File: src/rtl/iomem_timer.sv
// iomem_timer
//   32-bit down-counting timer on the PicoSoC iomem bus, with an 8-bit
//   prescaler, one-shot and periodic modes, and a level interrupt.
//
//   Register map (iomem_addr[3:2]); iomem_addr[23:4] and [1:0] are don't-care:
//     0 CTRL   : [0] EN, [1] PERIODIC, [2] IRQ_EN, [15:8] PRESC
//     1 LOAD   : reload value
//     2 COUNT  : current count (a write loads the counter directly)
//     3 STATUS : [0] EXP, write-1-to-clear through byte lane 0
//
// Ports
//   clk          system clock
//   resetn       asynchronous active-low reset
//   iomem_valid  bus request
//   iomem_ready  single-cycle acknowledge
//   iomem_wstrb  byte write strobes (0000 = read)
//   iomem_addr   byte address; [31:24] must equal ADDR_HI
//   iomem_wdata  write data
//   iomem_rdata  read data, valid while iomem_ready is high
//   irq          level interrupt, EXP & IRQ_EN
module iomem_timer #(
   parameter logic [7:0] ADDR_HI = 8'h04
) (
   input  logic        clk,
   input  logic        resetn,
   input  logic        iomem_valid,
   output logic        iomem_ready,
   input  logic [3:0]  iomem_wstrb,
   input  logic [31:0] iomem_addr,
   input  logic [31:0] iomem_wdata,
   output logic [31:0] iomem_rdata,
   output logic        irq
);

   localparam logic [1:0] REG_CTRL   = 2'd0;
   localparam logic [1:0] REG_LOAD   = 2'd1;
   localparam logic [1:0] REG_COUNT  = 2'd2;
   localparam logic [1:0] REG_STATUS = 2'd3;

   // Replace the byte lanes of old_v whose strobe is set with new_v.
   function automatic logic [31:0] merge_bytes(input logic [31:0] old_v,
                                               input logic [31:0] new_v,
                                               input logic [3:0]  strb);
      logic [31:0] res;
      res = old_v;
      for (int i = 0; i < 4; i++) begin
         if (strb[i]) res[i*8 +: 8] = new_v[i*8 +: 8];
      end
      return res;
   endfunction

   logic        en;
   logic        periodic;
   logic        irq_en;
   logic [7:0]  presc;
   logic [31:0] load;
   logic [31:0] count;
   logic        exp_flag;
   logic [7:0]  pc;

   logic        sel;
   logic        wr_any;
   logic [1:0]  reg_idx;
   logic        wr_ctrl;
   logic        wr_load;
   logic        wr_count;
   logic        wr_status;
   logic [31:0] ctrl_val;
   logic [31:0] rd_val;
   logic        en_wr_clear;
   logic        tick_due;
   logic        tick;
   logic        unused_addr;

   assign sel       = iomem_valid && !iomem_ready && (iomem_addr[31:24] == ADDR_HI);
   assign reg_idx   = iomem_addr[3:2];
   assign wr_any    = sel && (iomem_wstrb != 4'b0000);
   assign wr_ctrl   = wr_any && (reg_idx == REG_CTRL);
   assign wr_load   = wr_any && (reg_idx == REG_LOAD);
   assign wr_count  = wr_any && (reg_idx == REG_COUNT);
   assign wr_status = wr_any && (reg_idx == REG_STATUS);

   // Aliased address bits are intentionally not decoded.
   assign unused_addr = ^{iomem_addr[23:4], iomem_addr[1:0]};

   assign ctrl_val = {16'h0000, presc, 5'b00000, irq_en, periodic, en};

   always_comb begin
      case (reg_idx)
         REG_CTRL:  rd_val = ctrl_val;
         REG_LOAD:  rd_val = load;
         REG_COUNT: rd_val = count;
         default:   rd_val = {31'h0, exp_flag};
      endcase
   end

   // A tick is dropped when the same cycle writes COUNT or writes EN=0.
   assign en_wr_clear = wr_ctrl && iomem_wstrb[0] && !iomem_wdata[0];
   assign tick_due    = en && (pc == presc);
   assign tick        = tick_due && !wr_count && !en_wr_clear;

   assign irq = exp_flag & irq_en;

   always_ff @(posedge clk or negedge resetn) begin
      if (!resetn) begin
         en          <= 1'b0;
         periodic    <= 1'b0;
         irq_en      <= 1'b0;
         presc       <= 8'h00;
         load        <= 32'h0;
         count       <= 32'h0;
         exp_flag    <= 1'b0;
         pc          <= 8'h00;
         iomem_ready <= 1'b0;
         iomem_rdata <= 32'h0;
      end else begin
         iomem_ready <= sel;
         // Captured before this cycle's write lands, so reads see the old value.
         if (sel) iomem_rdata <= rd_val;

         // Any write of the EN lane restarts the prescaler phase.
         if (!en || tick_due || (wr_ctrl && iomem_wstrb[0])) pc <= 8'h00;
         else                                                pc <= pc + 8'd1;

         // Clear first so that an expiry in the same cycle overrides it.
         if (wr_status && iomem_wstrb[0] && iomem_wdata[0]) exp_flag <= 1'b0;

         if (tick) begin
            if (count != 32'd0) begin
               count <= count - 32'd1;
            end else begin
               exp_flag <= 1'b1;
               if (periodic) count <= load;
               else          en    <= 1'b0;
            end
         end

         // Bus writes come last so they take precedence over hardware updates.
         if (wr_ctrl) begin
            if (iomem_wstrb[0]) begin
               en       <= iomem_wdata[0];
               periodic <= iomem_wdata[1];
               irq_en   <= iomem_wdata[2];
            end
            if (iomem_wstrb[1]) presc <= iomem_wdata[15:8];
         end
         if (wr_load)  load  <= merge_bytes(load, iomem_wdata, iomem_wstrb);
         if (wr_count) count <= merge_bytes(count, iomem_wdata, iomem_wstrb);
      end
   end

endmodule

File: config.mk
export PLATFORM = sky130hd
export DESIGN_NAME = iomem_timer
export DESIGN_NICKNAME = d
export VERILOG_FILES = /design/src/rtl/iomem_timer.sv
export SDC_FILE = /design/constraint.sdc
export NUM_CORES = 1
export LEC_CHECK = 0
export ABC_AREA = 1
export CAP_MARGIN = 20
export CORE_MARGIN = 5
export CORE_UTILIZATION = 55
export DETAILED_ROUTE_END_ITERATION = 10
export PLACE_DENSITY = 0.81
export SYNTH_ARGS = -nofsm -noshare
export SYNTH_HDL_FRONTEND = slang
export SYNTH_SLANG_ARGS = --single-unit
File: constraint.sdc
create_clock -name clk -period 3.41 [get_ports clk]
set_input_delay 0.682 -clock clk [delete_from_list [all_inputs] [get_ports clk]]
set_output_delay 0.682 -clock clk [all_outputs]
set_load 0.01 [all_outputs]
* After elaboration in Yosys (flattened, before gate mapping)
Index checks and enable logic that the tools add are counted.
** Cells by class
- Add/sub/neg operators :: 2
- Eq/ne operators :: 9
- Muxes and demuxes :: 18
- Reduce and logical (&&, ||, !) cells :: 36
- Bitwise operators :: 1
** Operators by type and width (number)
- 32-bit 2-to-1 mux :: 4
- 32-bit case mux with 3 select lines :: 1
- 8-bit 2-to-1 mux :: 5
- 32-bit nonzero test :: 1
- 32-bit by 1-bit subtractor with 32-bit output, second input constant :: 1
- 1-bit logical AND :: 14
- 2-bit AND reduction :: 6
- 3-bit AND reduction :: 4
- 8-bit by 1-bit adder with 8-bit output, second input constant :: 1
- 8-bit by 3-bit == test with 1-bit output, second input constant :: 1
- 8-bit == test :: 1
- 1-bit 2-to-1 mux :: 8
- 2-bit != test, second input constant :: 4
- 1-bit logical NOT :: 5
- 2-bit == test, second input constant :: 2
- 4-bit nonzero test :: 1
- 3-bit nonzero test :: 1
- 2-bit by 1-bit == test with 1-bit output, second input constant :: 1
- 2-bit logical NOT :: 1
- 1-bit logical OR :: 2
- 2-bit nonzero test :: 1
- 1-bit AND :: 1
** Storage, ports and cells
- Output and inout port bits :: 34
- Flip-flop bits (word level) :: 117
- Word-level logic and storage cells :: 82

* Logic depth before layout (Yosys ltp)
Gate-level depths: netlist of run 1.
- Depth in word-level cells :: 12
- Gate-level depth with buffers :: 14
- Mapped depth without buffers :: 14

* Worst setup path before layout of run 1
OpenSTA, ideal clock, no wires.
- Kind :: input to register
- Start point :: input iomem_addr[31]
- End point :: register count[1]
- Setup slack :: 1.449 ns
- Stages :: 10
- Arrival time :: 1.842 ns
- Library setup time :: 0.118 ns
- Cells stage by stage :: nor2_1 -> nand2_1 -> nor3_4 -> nand2_2 -> buf_4 -> buf_2 -> nand3_1 -> o21ai_0 -> nand3_1 -> nand2_1
** On the way
- Word-level cells in the longest chain between the ends :: 10
- Elaborated cells between the ends (all ways) :: 16
- Classes of those cells :: 2 x eq/ne; 1 x mux; 13 x reduce/logical
** Ends and longest elaborated chain
- start: declaration :: RTL line 29 : input logic [31:0] iomem_addr,
- 8-bit by 3-bit == test with 1-bit output (*) :: RTL line 75 : assign sel = iomem_valid && !iomem_ready && (iomem_addr[31:24] == ADDR_HI);
- 1-bit logical AND (*) :: RTL line 75
- 1-bit logical AND (*) :: RTL line 77 : assign wr_any = sel && (iomem_wstrb != 4'b0000);
- 1-bit logical AND :: RTL line 78 : assign wr_ctrl = wr_any && (reg_idx == REG_CTRL);
- 1-bit logical AND (2 in a row) :: RTL line 98 : assign en_wr_clear = wr_ctrl && iomem_wstrb[0] && !iomem_wdata[0];
- 1-bit logical NOT :: RTL line 100 : assign tick = tick_due && !wr_count && !en_wr_clear;
- 1-bit logical AND :: RTL line 100
- 2-bit nonzero test (no source line)
- 3-bit AND reduction (no source line)
- end signal: assignment :: RTL line 130 : count <= count - 32'd1;
- end signal: assignment :: RTL line 133 : if (periodic) count <= load;
- end signal: assignment :: RTL line 148 : if (wr_count) count <= merge_bytes(count, iomem_wdata, iomem_wstrb);
- end: declaration :: RTL line 57 : logic [31:0] count;
Mark *: on every way between the ends. The rest lies on a longest branch, timed or not.
A chain may end at the register's enable or synchronous reset.

* Worst setup path after layout of run 1
- Start point :: input iomem_addr[3]
- End point :: register count[11]
** On the way
- Word-level cells in the longest chain between the ends :: 8
- Elaborated cells between the ends (all ways) :: 15
- Classes of those cells :: 2 x eq/ne; 1 x mux; 12 x reduce/logical
** Ends and longest elaborated chain (RTL line)
- 2-bit logical NOT :: 78
- 1-bit logical AND :: 78
- 1-bit logical AND (2 in a row) :: 98
- 1-bit logical NOT :: 100
- 1-bit logical AND :: 100
- 2-bit nonzero test (no source line)
- 3-bit AND reduction (no source line)
Several ways; a longest one is shown, not always the timed one.

==> results of run 1 <==
sequential cells by signal, indices dropped and copies added (netlist names):
register,count
count,32
en,1
exp_flag,1
iomem_rdata,32
iomem_ready,1
irq_en,1
load,32
pc,8
periodic,1
presc,8
per-layer routing:
metal / track usage / wire length, um / part of all wire / vias up
met5: 0 / 0 / 0 / -
met4: 0.113 / 454 / 0.022 / 0
met3: 0.0507 / 1560 / 0.076 / 41
met2: 0.466 / 9700 / 0.47 / 309
met1: 0.393 / 8900 / 0.43 / 3319
li1: - / - / - / 3399
synthesized netlist by cell type (3+ instances only):
master	count	area (um2)
a21oi_1	29	145
a221oi_1	3	26.3
a31oi_1	7	43.8
buf_1	3	11.3
buf_2	12	60.1
buf_6	3	33.8
clkbuf_1	12	45.0
dfrtp_1	117	2930
ha_1	3	37.5
inv_1	107	402
inv_2	3	11.3
nand2_1	372	1400
nand2_2	5	31.3
nand3_1	92	460
nand4_1	11	68.8
nor2_1	112	420
nor2_2	5	31.3
nor2_4	4	45.0
nor3_1	5	25.0
o21ai_0	47	235
o22ai_1	26	163
xnor2_1	6	52.6
xor2_1	9	78.8
critical path, delay by kind of cell:
| kind | cells | cell delay (ns) |
|---|---|---|
| buffers and inverters | 4 | 1.00 |
| and+or+nand+nor | 6 | 1.45 |
power groups by stage:
stage,registers (mW),clock network [mW],logic (mW)
after floorplan,1.47,0,0.149
after global placement,1.47,0,0.303
after detailed placement,1.47,0,0.305
after CTS,1.45,1.85,0.310
after global routing,1.45,1.91,0.349
final,1.45,1.84,0.311
area by class of cell:
cell class	count	area [um2]	share of cell area
Inverter	112	420	0.0490
Multi-Input combinational cell	754	3470	0.404
Sequential cell	117	2930	0.341
Clock inverter	15	180	0.0210
Tap cell	172	215	0.0251
Timing Repair Buffer	97	943	0.110
Clock buffer	17	425	0.0496
path summary, 6_finish.rpt:
check | from | end | slack [ns] | cells after the start
setup reg to reg | count[15] | count[10] | 0.92 | 12
min in group clk | iomem_rdata[18] | iomem_rdata[18] | 0.47 | 2
hold reg to reg | iomem_rdata[18] | iomem_rdata[18] | 0.47 | 2
setup / recovery | iomem_addr[3] | count[11] | 0.62 | 10
hold / removal | resetn | iomem_rdata[14] | 0.29 | 1
max in group asynchronous | resetn | iomem_rdata[24] | 2.31 | 2
per-stage QoR:
stage                     cells  cell area [um2]   util
after floorplan            1015             6980      -
after global placement     1252             7970  0.637
after detailed placement   1252             7970  0.637
after CTS                  1284             8580  0.685
after global routing       1284             8580  0.685
final                      1284             8580  0.685
cells by family after synthesis:
| family | after synthesis | share of synthesized area |
|---|---|---|
| fa+ha+maj | 3 | 0.00538 |
| buf+inv | 144 | 0.0839 |
| flops | 117 | 0.420 |
| xor+xnor | 15 | 0.0188 |
| compound gates | 117 | 0.0939 |
| simple gates | 619 | 0.378 |
==> out/results.ini, run 1 <==
[route]
remaining_drc_errors=0
postRouteWirelength_um=20600
dr.pass1.iters=7
routed-via-count=7068
drt-vias-per-instance=5.50
antenna_left=0
wl_per_cell_um=16.1
drt-initial-drc-count=769

[placed_design]
dp_hpwl_um=14800
portBuffers=82
dp_slack_ns=0.252
gp_congestion=0.991

[power]
leakage_nw=4.37
p_comb_frac=0.086
power_density_nw_per_um2=419
power.net_switching_mw=0.894
power_mw=3.60
p_int_mw=2.70
p_clk_frac=0.511
seq_power_share=0.403
switching_share=0.248
ir_drop_v=0.000486

[timing]
finalCritPeriodShare=0.818
fin_hold_ws_ns=0.287
fmax_ghz=0.358
max_slew.worst_pin.slew_ns=0.665
period_minus_slack_ns=2.79
hold_viol_final=0
finalMaxSlewViolations=0
skew_ns=0.00672
setup_viol=0
final.setup.tns_ns=0
slew_headroom=0.556
rsz0062_at_grt=no
fin_ws_ns=0.620

[job]
cap_violations=0

[cells_and_area]
fin_nets=1173
syn_to_final_growth_pct=22.9
most-common-layout-cells=nand2_1, dfrtp_1, nor2_1
fillCellCount=1103
n_antenna_cell=0
drive_gt1_frac=0.0683
final_common_cell=nand2_1

[floorplan]
start_util=0.558
core_um2=12500
rows=41
die_w_um=123
die_h_um=123
pin_count=105
die_area_um2=15000

[clocking]
cts_buffer_depth=2
cts_buffers=17
clkLatencyLatePin_ns=0.42
cts.sinks=117
cts_tree=yes
path_clk_slew_ns=0.06
cts_setup_buffers=0
cts-resized-gates=0
htreeDepth=4
cts-root-buf=clkbuf_16
cts_hold_buf=0

[synth]
synth_seq_cells=117
synthArstFlopShare=1.00
ys_warn_count=0
synth_cell_types=40
syn_avg_cell_area_um2=6.88
synth_edf_count=0
synth_nets=1089
synth_ff_type=dfrtp_1
syn_inst=1015
synthesis.area_um2=6980
yosysSeqAreaShare=0.420

[worst_setup_path]
critPathArrivalTime_ns=3.15
worst_setup_path_start_kind=primary input
crit_top_cell=nand2_1
crit_chain=clkdlybuf4s50_1 > inv_2 > nor2_1 > inv_2 > nor2_8 > buf_4 > nand2_1 > nand3_1 > nand2_1 > nand2_1
worst_path_max_delay_cell=clkdlybuf4s50_1
required_ns=3.77
endpoint_kind=flop
path_class=in2reg
cp_max_fo=16
max_stage_delay_ns=0.53

[grt]
grt_pass1_wl_um=33900
grt_start_max_net_pins=51
antenna_found_initial=0
track_usage=0.290
gr-total-overflow=0
first_global_vias=6737

[run_status]
status=finished, final reports clean

[hold_path]
hp-class=in2async

No activity file was read; power rests on OpenSTA's default activity.
==> run 2: changes to the inputs <==
==> constraint.sdc (replaced) <==
create_clock -name clk -period 2.9 [get_ports clk]
set_input_delay 0.58 -clock clk [delete_from_list [all_inputs] [get_ports clk]]
set_output_delay 0.58 -clock clk [all_outputs]
set_load 0.01 [all_outputs]
==> run 2 against run 1 <==
  * Sequential share of layout area down 0.26 points
  * Critical path type is now reg2reg
  * Worst hold slack got worse by 0.14 ns
  * Die area stayed put
  * Clock power up 18%
  * Via count is 0.47% higher
  * Count of clock-buffer cells in the layout up 6
  * Cell count rose by 0.31%
==> out/results.ini, run 2 (synthesized netlist as in run 1, its figures left out) <==
[run_status]
status=finished, final reports clean  ; unchanged

[placed_design]
portBuffers=82  ; unchanged
dp_slack_ns=0.236  ; was 0.252 ns
dp.cells=1261  ; was 1,252
placed_cell_area_um2=8040  ; was 7970 um2
gp_congestion=0.992  ; was 0.991
dp_hpwl_um=14800  ; about the same

[route]
drt-initial-drc-count=733  ; was 769
postRouteWirelength_um=20800  ; was 20,600 um
remaining_drc_errors=0  ; unchanged
routed-via-count=7101  ; was 7,068
antenna_left=0  ; unchanged
drt-vias-per-instance=5.51  ; was 5.50
dr.pass1.iters=5  ; was 7
wl_per_cell_um=16.1  ; about the same

[worst_setup_path]
rrSetupSlack_ns=0.56  ; was 0.92 ns
path_class=reg2reg  ; was in2reg
required_ns=3.21  ; was 3.77 ns
worst_setup_path_start_kind=flop  ; was primary input
cp_max_fo=10  ; was 16
r2r_start=count[15]  ; unchanged
regToRegEndpoint=count[1]  ; was count[10]
endpoint_kind=flop  ; unchanged
critPathArrivalTime_ns=2.65  ; was 3.15 ns
r2r_cells=8  ; was 12

[clocking]
cts_tree=yes  ; unchanged
cts_buffers=17  ; unchanged
clkLatencyLatePin_ns=0.42  ; about the same
cts-resized-gates=0  ; unchanged
htreeDepth=4  ; unchanged
cts-root-buf=clkbuf_16  ; unchanged
cts_buffer_depth=2  ; unchanged
cts.sinks=117  ; unchanged
cts_hold_buf=0  ; unchanged
path_clk_slew_ns=0.05  ; was 0.06 ns
cts_setup_buffers=0  ; unchanged

[power]
power_density_nw_per_um2=492  ; was 419 nW/um2
leakage_nw=4.42  ; was 4.37 nW
power_mw=4.25  ; was 3.60 mW
ir_drop_v=0.000361  ; was 0.000486 V

[grt]
first_global_vias=6849  ; was 6,737
grt_start_max_net_pins=43  ; was 51
track_usage=0.288  ; was 0.290
gr-total-overflow=0  ; unchanged
grt_pass1_wl_um=33600  ; was 33,900 um
antenna_found_initial=0  ; unchanged

[hold_path]
hp-class=in2async  ; unchanged

[timing]
period_minus_slack_ns=2.34
max_slew.worst_pin.slew_ns=0.671  ; was 0.665 ns
finalMaxSlewViolations=0  ; unchanged
finalCritPeriodShare=0.806
slew_headroom=0.552  ; was 0.556
fin_ws_ns=0.563  ; was 0.620 ns
fin_hold_ws_ns=0.143  ; was 0.287 ns
rsz0062_at_grt=no  ; unchanged
hold_viol_final=0  ; unchanged
skew_ns=0.00883  ; was 0.00672 ns
fmax_ghz=0.428
setup_viol=0  ; unchanged
final.setup.tns_ns=0  ; unchanged

[floorplan]
die_w_um=123  ; unchanged
die_h_um=123  ; unchanged
die_area_um2=15000  ; unchanged
rows=41  ; unchanged
core_um2=12500  ; unchanged
pin_count=105  ; unchanged
start_util=0.558  ; unchanged

[cells_and_area]
fillCellCount=1104  ; was 1,103
multi_input_area_um2=3470  ; unchanged
reg_top3=count (32), iomem_rdata (32), load (32)  ; unchanged
drive_gt1_frac=0.0717  ; was 0.0683
most-common-layout-cells=nand2_1, dfrtp_1, nor2_1  ; unchanged
layout.cells.non_filler=1288  ; was 1,284
fin_nets=1182  ; was 1,173
stdcell_area_um2=8640  ; was 8580 um2
syn_to_final_growth_pct=23.8  ; was 22.9%
final-seq-area_um2=2930  ; unchanged
final_util=0.691  ; was 0.685
final_common_cell=nand2_1  ; unchanged
n_antenna_cell=0  ; unchanged

[job]
cap_violations=0  ; unchanged

run 2: cell count changes in the layout (fill, tap and decap cells not counted):
cell / delta
buf_4: +9
inv_6: -2
clkinvlp_4: -3
clkbuf_8: +6
clkinv_4: -4
clkinv_2: -2
run 2: worst max-delay path by stage:
stage          cells after the start  slack [ns]        end            from
2_1_floorplan                     10        1.04   count[1]  iomem_addr[31]
4_1_cts                           12        0.61   count[1]     iomem_valid
5_1_grt                           11        0.37  count[18]       count[15]
6_report                           8        0.56   count[1]       count[15]
3_5_place_dp                      12        0.24   count[2]     iomem_valid
3_3_place_gp                      10        0.27  count[14]   iomem_addr[3]
run 2: power by group:
group | total, mW | leakage, nW | internal [mW] | switching [mW]
registers | 1.71 | 1.49 | 1.67 | 0.0357
logic | 0.379 | 2.63 | 0.162 | 0.217
clock network | 2.17 | 0.299 | 1.46 | 0.707
total | 4.25 | 4.42 | 3.29 | 0.959
run 2: critical path, cell delays in order (launching register included):
cell and delay, ns:
dfrtp_1 0.44, nor2_1 0.24, nand2_1 0.15, nor2_1 0.33, nand4_2 0.44, nor2_1 0.25, o21ai_2 0.18, nand3_1 0.13
nand2_1 0.06
run 2: per-layer routing:
metal  track usage  vias to the layer above  share of wire
li1              -                     3420              -
met1         0.377                     3344           0.43
met2         0.463                      288           0.46
met3        0.0696                       49          0.079
met4         0.114                        0          0.030
met5             0                        -              0
run 2: cell type report:
type	count	share of cell area
well taps	172	0.0249
repair buffers	106	0.117
clock buffers	23	0.0588
flip-flops and latches	117	0.339
multi-input cells	754	0.401
clock inverters	4	0.0110
inverters	112	0.0486
